--- config.mk ---
export PLATFORM = sky130hd
export DESIGN_NAME = uart_tx_drain
export DESIGN_NICKNAME = d
export VERILOG_FILES = /design/src/rtl/uart_tx_drain.sv
export SDC_FILE = /design/constraint.sdc
export NUM_CORES = 1
export LEC_CHECK = 0
export ABC_AREA = 0
export CAP_MARGIN = 20
export CORE_MARGIN = 2
export CORE_UTILIZATION = 60
export CTS_BUF_LIST = sky130_fd_sc_hd__clkbuf_4 sky130_fd_sc_hd__clkbuf_8
export DETAILED_ROUTE_END_ITERATION = 6
export GPL_TIMING_DRIVEN = 0
export PLACE_DENSITY = 0.85
export SLEW_MARGIN = 25
export SYNTH_ARGS = -nofsm -noshare
export SYNTH_HDL_FRONTEND = slang
export SYNTH_SLANG_ARGS = --single-unit
--- constraint.sdc ---
create_clock -name clk -period 4.88 [get_ports clk]
set_input_delay 0.732 -clock clk [delete_from_list [all_inputs] [get_ports clk]]
set_output_delay 0.732 -clock clk [all_outputs]
set_load 0.01 [all_outputs]
--- src/rtl/uart_tx_drain.sv ---
// uart_tx_drain: pops words from a show-ahead FIFO and sends each one as an
// asynchronous serial frame on txd. A frame is a start bit, the data bits
// LSB first, and a stop bit. The next word is popped on the last stop cycle,
// so frames follow each other with no idle gap while the FIFO has data.
//
// Parameters:
//   DataWidth - frame payload width (must match the FIFO word width)
//   ClkDiv    - clk cycles per serial bit, >= 2
//
// Ports:
//   clk   - system clock, rising edge
//   rst   - synchronous active-high reset
//   empty - FIFO empty flag; when low, q holds the head word
//   q     - FIFO head word, sampled only on the pop edge
//   ack   - FIFO read strobe (combinational), pops the head word
//   txd   - serial output, idle high
//   busy  - high while a frame is in progress
//
// Build option: define UART_TX_DRAIN_PARITY_EN to add an even-parity bit
// between the last data bit and the stop bit.
//
// state  | meaning
// -------+--------------------------------------------------
// IDLE   | no frame in progress, txd high, waiting for data
// START  | start bit (txd low)
// DATA   | data bits, LSB first
// PARITY | even parity of the loaded word (parity build only)
// STOP   | stop bit; next word popped on its last cycle

module uart_tx_drain #(
  parameter int DataWidth = 8,
  parameter int ClkDiv    = 16
) (
  input  logic                 clk,
  input  logic                 rst,
  input  logic                 empty,
  input  logic [DataWidth-1:0] q,
  output logic                 ack,
  output logic                 txd,
  output logic                 busy
);

  generate
    if (ClkDiv < 2) begin : g_bad_clkdiv
      $error("uart_tx_drain: ClkDiv must be >= 2");
    end
  endgenerate

  localparam int BaudW = (ClkDiv > 2) ? $clog2(ClkDiv) : 1;
  localparam int CntW  = $clog2(DataWidth) + 1;
  localparam logic [BaudW-1:0] BaudMax = BaudW'(ClkDiv - 1);
  localparam logic [CntW-1:0]  LastBit = CntW'(DataWidth - 1);

`ifdef UART_TX_DRAIN_PARITY_EN
  typedef enum logic [2:0] {IDLE, START, DATA, PARITY, STOP} state_t;
  logic parity;
`else
  typedef enum logic [1:0] {IDLE, START, DATA, STOP} state_t;
`endif

  state_t               state;
  logic [BaudW-1:0]     baud;
  logic [CntW-1:0]      bitcnt;
  logic [DataWidth-1:0] shreg;
  logic [DataWidth-1:0] shreg_sh;
  logic                 baud_tc;

  assign baud_tc  = (baud == '0);
  assign shreg_sh = shreg >> 1;

  // Pop either from IDLE or on the final stop cycle, which makes
  // back-to-back frames gapless.
  assign ack = !rst && !empty &&
               ((state == IDLE) || ((state == STOP) && baud_tc));

  always_ff @(posedge clk) begin
    if (rst) begin
      state  <= IDLE;
      txd    <= 1'b1;
      busy   <= 1'b0;
      baud   <= '0;
      bitcnt <= '0;
      shreg  <= '0;
`ifdef UART_TX_DRAIN_PARITY_EN
      parity <= 1'b0;
`endif
    end else if (ack) begin
      shreg  <= q;
      baud   <= BaudMax;
      bitcnt <= '0;
      state  <= START;
      txd    <= 1'b0;
      busy   <= 1'b1;
`ifdef UART_TX_DRAIN_PARITY_EN
      parity <= ^q;
`endif
    end else begin
      case (state)
        IDLE: begin
          txd  <= 1'b1;
          busy <= 1'b0;
        end
        START: begin
          if (baud_tc) begin
            state <= DATA;
            baud  <= BaudMax;
            txd   <= shreg[0];
          end else begin
            baud <= baud - BaudW'(1);
          end
        end
        DATA: begin
          if (baud_tc) begin
            baud   <= BaudMax;
            shreg  <= shreg_sh;
            bitcnt <= bitcnt + CntW'(1);
            if (bitcnt == LastBit) begin
`ifdef UART_TX_DRAIN_PARITY_EN
              state <= PARITY;
              txd   <= parity;
`else
              state <= STOP;
              txd   <= 1'b1;
`endif
            end else begin
              txd <= shreg_sh[0];
            end
          end else begin
            baud <= baud - BaudW'(1);
          end
        end
`ifdef UART_TX_DRAIN_PARITY_EN
        PARITY: begin
          if (baud_tc) begin
            state <= STOP;
            baud  <= BaudMax;
            txd   <= 1'b1;
          end else begin
            baud <= baud - BaudW'(1);
          end
        end
`endif
        STOP: begin
          // A non-empty FIFO on the last stop cycle is handled by the
          // ack branch above; reaching here means the FIFO ran dry.
          if (baud_tc) begin
            state <= IDLE;
            busy  <= 1'b0;
            txd   <= 1'b1;
          end else begin
            baud <= baud - BaudW'(1);
          end
        end
        default: begin
          state <= IDLE;
          busy  <= 1'b0;
          txd   <= 1'b1;
        end
      endcase
    end
  end

endmodule

* Word-level counts from Yosys, hierarchy flattened *
Index checks and enable logic that the tools add are counted.

storage, ports and cells
  register bits after elaboration = 20
  input port bits = 11
  output and inout bits = 3
  word-level logic and storage cells = 67

cells by class
  $add $sub $neg = 2
  eq/ne operators = 13
  mux-type cells = 22
  reductions and logical operators = 23

operator list
  operator                                           number
  two-way mux 8 bit                                  3
  != test 3 bit (second input constant)              5
  two-way mux 4 bit                                  3
  AND reduction 5 bit                                2
  nonzero test 3 bit                                 3
  two-way mux 1 bit                                  8
  two-way mux 2 bit                                  4
  != test 2 bit (second input constant)              4
  one-hot mux 4 bit (2 select lines)                 1
  AND reduction 2 bit                                4
  one-hot mux 2 bit (3 select lines)                 1
  adder 4 x 1 -> 4 bit (second input constant)       1
  == test 2 bit (second input constant)              2
  == test 4 x 3 -> 1 bit (second input constant)     1
  zero test 4 bit                                    1
  one-hot mux 1 bit (4 select lines)                 1
  nonzero test 2 bit                                 2
  nonzero test 4 bit                                 1
  OR reduction 2 bit                                 2
  subtractor 4 x 1 -> 4 bit (second input constant)  1
  logical AND 1 bit                                  3
  AND reduction 3 bit                                1
  == test 2 x 1 -> 1 bit (second input constant)     1
  zero test 1 bit                                    2
  other kinds (3)                                    3

* Longest topological paths before layout *
Gate-level depths: netlist (run 1).

  depth in word-level cells = 6
  mapped depth = 7
  gate-level depth less buffers = 6

* Least setup slack after synthesis (run 1) *
Ideal clock, no wire load.

  path kind = register -> output
  start point = register state[0]
  end point = output port ack
  arrival = 1.325 ns
  required time = 4.148 ns
  path slack = 2.823 ns
  stages on the path, launching flop included = 6
  path buffers = 1
  cells stage by stage = dfxtp_1 ha_1 buf_2 nand4bb_1 a21o_4 nor2_1

on the way
  longest elaborated chain between the ends = 4
  elaborated cells between the ends (all ways) = 5
  classes of those cells = eq/ne: 1; reduce/logical: 4

RTL lines
  item                    line  source
  start, declared         61    state_t state;
  start signal, assigned  78    state <= IDLE;
  start signal, assigned  91    state <= START;
  start signal, assigned  105   state <= DATA;
  == test 2 bit           74    ((state == IDLE) || ((state == STOP) && baud_tc));
  logical AND 1 bit       74
  logical OR 1 bit (*)    74
  logical AND 1 bit (*)   73    assign ack = !rst && !empty &&
  end, declared           38    output logic ack,

Mark *: on every way between the ends. The rest lies on a longest branch, timed or not.

* Worst setup path in the final report (run 1) *
  start point = register state[1]
  end point = output port ack

Same word-level chain as after synthesis.

==> qor.txt, run 1 <==
HPWL after detailed placement: 1550 um
Critical path buffers and inverters: 2
placed cell areas: 1280 um^2
Root Driver: clkbuf_4
RePlAce Congestion: 0.796
leakage: 0.472 nW
wire length on met1: 1000 um
vias in the first global route: 794
FF+latch count, synth: 20
Die W: 47.3 um
family with the most delay on the worst path: buffers and inverters
GRT overflow: 0
DR pass1 iterations: 4
Peak VDD IR: 191 uV
FMAX: 0.330 GHz
effective utilization at floorplan: 64.4%
synth unique cells: 36
critical-path cell list: ha_1, buf_2, nand4bb_1, a21o_4, nor2_1, clkdlybuf4s50_1
Post-synth EDFFs: 0
peak per-stage delay on the critical path: 550 ps
Fin Clk Skew: 5.81 ps
period utilization: 62.0%
routed wl met2: 1010 um
synthesized cell area: 1120 um^2
fin. max-slew vios: 0
Post-DRT Antenna Nets: 0
TritonCTS Buffers: 3
slowest CP cell: clkdlybuf4s50_1
Hold Path Sink: bitcnt[1]
# Post-CTS Setup Buffers: 0
synthesized instance count: 122
layout overhead on the synthesized area: 15.5%
Hold Vio Cnt, Final: 0
Iteration-0 DRC Markers: 13
WL met3: 40 um
crit path launch type: flip-flop
TNS Setup: 0 ps
antenna violations before repair: 0
Clock Latency Late Sink: 300 ps
worst r2r path cells: 6
top-area cell type share of the netlist area: 35.6%
unrepaired setup endpoints after global routing: no
P_sw: 0.115 mW
flop-to-flop setup slack: 3080 ps
drt wl/cell: 12.9 um
PD cells: 289 nW/um^2
Worst Path Required: 4150 ps
Mapped Nets: 140
Worst-path clk slew: 100 ps
DR vias: 922
# rows: 15
fin area: 1300 um^2
Switching Fraction: 30.6%
Post-synth top flop: dfxtp_1
total detailed-routing wirelength: 2090 um
hold_buf cts: 0
via/cell ratio: 5.69
hold path start: bitcnt[1]
crit path kind: flip-flop to primary output
element type at the critical path end: primary output
cell depth of the worst hold path: 2
data arrival time at the worst-slack endpoint: 2290 ps
die area: 2240 um^2
HP Class: flip-flop to flip-flop
Comb power frac: 28.1%
pin count of the biggest net entering global routing: 11
max cap viols: 0
final-report setup violation count: 0
list of most frequent post-synthesis cells: dfxtp_1 (20), nand2_1 (19), a21oi_1 (11)
P_int: 0.261 mW
Synth area leader: dfxtp_1
top routing layer in use: met4
final net count: 157
share of async-settable or async-resettable flops after synthesis: 0%
ANT cells: 0
I/O pin cnt: 14
CTS Buffer Depth: 2
CTS H-tree lvls: 1
Slew @ Worst Pin: 528 ps
Tmin final: 3030 ps
most common cell in the netlist: dfxtp_1
core region area: 1750 um^2
drc violations: 0
Synth area leaders: dfxtp_1 (36%), a311oi_2 (9.3%), ha_1 (7.8%), nand2_1 (6.3%), a21oi_1 (4.9%)
Reg2Reg Capture Point: txd
Total GRT Usage: 21.5%
Critical Path Fanout Max: 10
run status: complete, no violations
layout cells sized above 1: 19.7%
Synth warnings: 0
post-cts sizing count: 0
slew margin rel.: 64.8%
IO Port Bufs: 12
Seq/Total Area, Yosys: 35.6%
# clock sinks: 20
CTS tree: yes
first-pass GRT wire length: 3370 um
register share of total power: 51.3%
Die Ht: 47.3 um
Clk pwr share: 20.6%
syn avg cell area: 9.22 um^2
Reg2Reg Launch Point: state[0]
-- worst max path at each step --
stage	start	end	slack, ps	cells after the start
final	state[1]	ack	1850	6
after global routing	state[1]	ack	1760	6
after CTS	state[1]	ack	1850	6
after detailed placement	empty	ack	2090	4
after global placement	empty	ack	2070	4
after floorplan	state[0]	ack	2820	5
-- layout make-up --
class | instances | area [um^2]
inverter | 6 | 22.5
timing repair buffer | 12 | 120
buffer | 6 | 40.0
clock buffer | 3 | 22.5
multi-input combinational | 90 | 662
tap | 25 | 31.3
sequential | 20 | 400
fill | 132 | 447
-- flip-flops by register name (all words and copies together), names as in the netlist --
name / cells
baud: 4
bitcnt: 4
busy: 1
shreg: 8
state: 2
txd: 1
-- cell usage in the layout (no fill, tap or decap), drive strengths merged, types with 5 or more instances in the layout --
cell,n
a21oi,13
a311oi,8
clkbuf,5
clkdlybuf4s50,12
dfxtp,20
ha,7
inv,6
nand2,19
nor2,14
-- power groups by stage --
stage	Clock, mW	Sequential, mW	Combinational, mW
global route	0.0855	0.195	0.115
detailed placement	0	0.196	0.105
global placement	0	0.195	0.101
finish	0.0774	0.193	0.106
CTS	0.0789	0.193	0.105
floorplan	0	0.194	0.0773
-- cell families after synthesis --
kind of cell,after synthesis,share of synthesized area [%]
adder cells (fa/ha/maj),7,7.79
buffers and inverters,12,5.56
multiplexers,3,3.23
flip-flops,20,35.6
XOR/XNOR,3,2.34
AND/OR/NAND/NOR,44,20.7
AO/OA/AOI/OAI,33,24.8
-- per-layer routing --
layer / global-route usage [%] / vias up
met1: 27.1 / 430
li1: - / 474
met5: 0 / -
met2: 34.9 / 14
met4: 11.1 / 0
met3: 3.46 / 4
-- tightest hold or removal path: cells and delay by family, from the launching register on --
kind | cells | cell delay (ps)
flops | 1 | 340
compound gates | 1 | 50
simple gates | 1 | 60
-- per-stage QoR --
stage               hold slack [ps]  utilization, %  cells  power (mW)  setup slack [ps]
finish                          482            74.4    162       0.376              1850
global route                    504            74.4    162       0.395              1760
CTS                             485            74.4    162       0.377              1850
detailed placement              470            73.1    159       0.301              2090
global placement                462            73.1    159       0.297              2070
floorplan                       448               -    122       0.272              2820
Note: power is estimated with default switching activity, not from simulation.
==> inputs of run 2 (changes only) <==
- CORE_UTILIZATION: 60 -> 56
- PLACE_DENSITY: 0.85 -> 0.8
- clock period: 4.88 -> 3 ns (I/O delays scaled with it)
==> qor.txt, run 2 (synthesized netlist as in run 1, its figures left out) <==
run status: complete, no violations
leakage: 0.486 nW
peak per-stage delay on the critical path: 560 ps
FMAX: 0.360 GHz
final net count: 157
first-pass GRT wire length: 4000 um
final-report setup violation count: 0
post-cts sizing count: 0
CTS tree: yes
RePlAce Congestion: 0.835
Hold Path Sink: shreg[7]
I/O pin cnt: 14
DR pass1 iterations: 4
Util after Layout: 69.3%
cell depth of the worst hold path: 2
Hold Vio Cnt, Final: 0
layout overhead on the synthesized area: 18.4%
TritonCTS Buffers: 3
# clock sinks: 20
HPWL after detailed placement: 1570 um
Fin Clk Skew: 11.6 ps
# Post-CTS Setup Buffers: 0
Die W: 48.8 um
most frequent cells in the layout: dfxtp_1 (20), nand2_1 (19), clkdlybuf4s50_1 (12), a21oi_1 (11), nor2_1 (8)
layout cells sized above 1: 20.3%
CTS H-tree lvls: 1
most common cell after layout, fill and taps aside: dfxtp_1
die area: 2380 um^2
Post-DRT Antenna Nets: 0
Slew @ Worst Pin: 540 ps
PD cells: 530 nW/um^2
fin area: 1330 um^2
effective utilization at floorplan: 58.5%
Fin Hold WS: 477 ps
DR vias: 916
flop-to-flop setup slack: 1160 ps
Critical Path Fanout Max: 10
antenna violations before repair: 0
# rows: 16
slowest CP cell: clkdlybuf4s50_1
crit path launch type: flip-flop
HP Class: flip-flop to flip-flop
core region area: 1920 um^2
IO Port Bufs: 12
crit path kind: flip-flop to primary output
pin count of the biggest net entering global routing: 13
DP Worst Slack: 585 ps
worst setup margin: 222 ps
Reg2Reg Capture Point: txd
hold path start: shreg[7]
data arrival time at the worst-slack endpoint: 2330 ps
number of flip-flops in the largest register: 8
critical-path cell list: ha_1, buf_2, nand4bb_1, a21o_4, nor2_1, clkdlybuf4s50_1
placed cell areas: 1280 um^2
TNS Setup: 0 ps
register name with the most flops: shreg
drc violations: 0
Worst-path clk slew: 120 ps
Peak VDD IR: 369 uV
drt wl/cell: 13.2 um
Reg2Reg Launch Point: state[0]
element type at the critical path end: primary output
Tmin final: 2780 ps
via/cell ratio: 5.55
GRT overflow: 0
vias in the first global route: 911
period utilization: 92.6%
Total GRT Usage: 21.4%
Iteration-0 DRC Markers: 11
ANT cells: 0
total detailed-routing wirelength: 2180 um
fin. max-slew vios: 0
worst r2r path cells: 6
Worst Path Required: 2550 ps
Die Ht: 48.8 um
max cap viols: 0
Clock Latency Late Sink: 310 ps
slew margin rel.: 64.0%
Root Driver: clkbuf_4
unrepaired setup endpoints after global routing: no
CTS Buffer Depth: 2
biggest regs: shreg (8), baud (4), bitcnt (4)
hold_buf cts: 0
## run 2: cell count changes in the layout (fill, tap and decap cells not counted), sizes merged
cell / before / now
bufinv: 0 / 1
## run 2: through the flow
stage / power, mW / cells
after floorplan: 0.442 / 122
after global placement: 0.484 / 161
after detailed placement: 0.490 / 161
after CTS: 0.713 / 165
after global routing: 0.746 / 165
final: 0.706 / 165
## run 2: where the power goes
| part | switching (mW) | internal (mW) |
|---|---|---|
| Clock | 0.0862 | 0.135 |
| Combinational | 0.0848 | 0.0860 |
| Sequential | 0.0225 | 0.291 |
## run 2: per-layer routing
metal  GRT usage [%]  vias to the layer above  routed length (um)
met5               0                        -                   0
met4            8.57                        0                  29
met3            3.07                        4                  86
met2            36.1                       18                1070
met1            27.6                      425                 990
li1                -                      469                   -
## run 2: layout make-up
class | count | area (um^2)
fillers | 160 | 591
clock buffers | 3 | 22.5
repair buffers | 12 | 120
multi-input cells | 90 | 662
well taps | 27 | 33.8
clock inverters | 1 | 30.0
plain buffers | 6 | 40.0
inverters | 6 | 22.5
flip-flops and latches | 20 | 400
## run 2: worst max path at each step
stage | startpoint | end | slack (ps) | cells past startpoint
floorplan | state[0] | ack | 1220 | 5
global placement | state[1] | ack | 620 | 6
detailed placement | state[1] | ack | 590 | 6
CTS | state[0] | ack | 200 | 6
global route | state[0] | ack | 50 | 6
finish | state[1] | ack | 220 | 6
## run 2: critical path, delay by kind of cell, from the launching register on
| kind | cells | cell delay (ps) |
|---|---|---|
| compound gates | 1 | 290 |
| buf+inv | 2 | 770 |
| fa+ha+maj | 1 | 180 |
| flops | 1 | 450 |
| simple gates | 2 | 340 |
==> inputs of run 3 (changes only) <==
- CORE_ASPECT_RATIO: unset -> 0.9
==> qor.txt, run 3 (synthesized netlist as in run 1, its figures left out) <==
most common cell after layout, fill and taps aside: dfxtp_1
post-cts sizing count: 0
vias in the first global route: 858
Worst-path clk slew: 120 ps
DR pass1 iterations: 4
peak per-stage delay on the critical path: 560 ps
antenna violations before repair: 0
Fin Clk Skew: 5.60 ps
TNS Setup: 0 ps
biggest regs: shreg (8), baud (4), bitcnt (4)
element type at the critical path end: primary output
FMAX: 0.357 GHz
Worst Path Required: 2550 ps
Iteration-0 DRC Markers: 6
Total GRT Usage: 21.0%
critical-path cell list: ha_1, buf_2, nand4bb_1, a21o_4, nor2_1, clkdlybuf4s50_1
layout cells sized above 1: 20.3%
IO Port Bufs: 12
number of flip-flops in the largest register: 8
die area: 2380 um^2
drt wl/cell: 13.6 um
slew margin rel.: 64.0%
Peak VDD IR: 290 uV
HPWL after detailed placement: 1570 um
Critical Path Fanout Max: 10
HP Class: flip-flop to flip-flop
ANT cells: 0
hold_buf cts: 0
pin count of the biggest net entering global routing: 12
final-report setup violation count: 0
Die Ht: 46.5 um
Die W: 51.2 um
Tmin final: 2800 ps
layout overhead on the synthesized area: 16.7%
Critical path buffers and inverters: 2
effective utilization at floorplan: 58.8%
crit path kind: flip-flop to primary output
leakage: 0.479 nW
CTS Buffer Depth: 2
most frequent cells in the layout: dfxtp_1 (20), nand2_1 (19), clkdlybuf4s50_1 (12), a21oi_1 (11), nor2_1 (8)
area occupied by multi-input gates: 662 um^2
unrepaired setup endpoints after global routing: no
fin. max-slew vios: 0
period utilization: 93.4%
I/O pin cnt: 14
Util after Layout: 68.6%
Slew @ Worst Pin: 541 ps
# Post-CTS Setup Buffers: 0
core region area: 1910 um^2
flip-flop and latch area: 400 um^2
TritonCTS Buffers: 3
CTS H-tree lvls: 1
fillers: 151
max cap viols: 0
run status: complete, no violations
Root Driver: clkbuf_4
Fin Hold WS: 491 ps
Hold Vio Cnt, Final: 0
data arrival time at the worst-slack endpoint: 2350 ps
family with the most delay on the worst path: buffers and inverters
via/cell ratio: 5.61
# clock sinks: 20
total detailed-routing wirelength: 2210 um
# rows: 15
CTS tree: yes
Clock Latency Late Sink: 310 ps
first-pass GRT wire length: 3680 um
GRT overflow: 0
final net count: 157
Post-DRT Antenna Nets: 0
DR vias: 915
register name with the most flops: shreg
drc violations: 0
RePlAce Congestion: 0.825
crit path launch type: flip-flop
slowest CP cell: clkdlybuf4s50_1
PD cells: 495 nW/um^2
run 3: cell types whose count changed in the layout (fill, tap and decap cells not counted):
cell	previous run	this run
bufinv_16	1	0
clkbuf_8	0	1
run 3: per-layer routing:
| layer | global-route usage (%) | wire length [um] |
|---|---|---|
| met5 | 0 | 0 |
| met4 | 9.47 | 36 |
| met3 | 4.22 | 68 |
| met2 | 35.3 | 1010 |
| met1 | 26.3 | 1100 |
run 3: cell type report:
type	count	share of cell area [%]
inverters	6	1.72
repair buffers	12	9.15
clock buffers	4	2.76
flip-flops and latches	20	30.5
multi-input cells	90	50.4
plain buffers	6	3.05
well taps	25	2.38
run 3: stage by stage:
| step | power [mW] | worst slack [ps] | area [um^2] | instances |
|---|---|---|---|---|
| 5_1_grt | 0.682 | 77.9 | 1310 | 163 |
| 6_report | 0.650 | 197 | 1310 | 163 |
| 3_5_place_dp | 0.490 | 580 | 1280 | 159 |
| 2_1_floorplan | 0.442 | 1220 | 1120 | 122 |
| 4_1_cts | 0.651 | 191 | 1310 | 163 |
| 3_3_place_gp | 0.485 | 622 | 1280 | 159 |
run 3: report_power, final:
part / internal, mW / switching [mW]
Clock: 0.0742 / 0.0913
Combinational: 0.0861 / 0.0837
Sequential: 0.291 / 0.0236
Total: 0.452 / 0.199
run 3: tightest hold or removal path: cells and delay by family, from the launching register on:
family           cells  cell delay (ps)
flip-flops           1              350
AO/OA/AOI/OAI        1               50
AND/OR/NAND/NOR      1               60
run 3: final timing paths:
| check | from | end | slack (ps) | depth (start not counted) |
|---|---|---|---|---|
| worst max-delay path | state[0] | ack | 200 | 6 |
| worst min-delay path | bitcnt[1] | bitcnt[1] | 490 | 2 |
| worst max register to register | state[0] | txd | 1200 | 6 |
| worst min register to register | bitcnt[1] | bitcnt[1] | 490 | 2 |
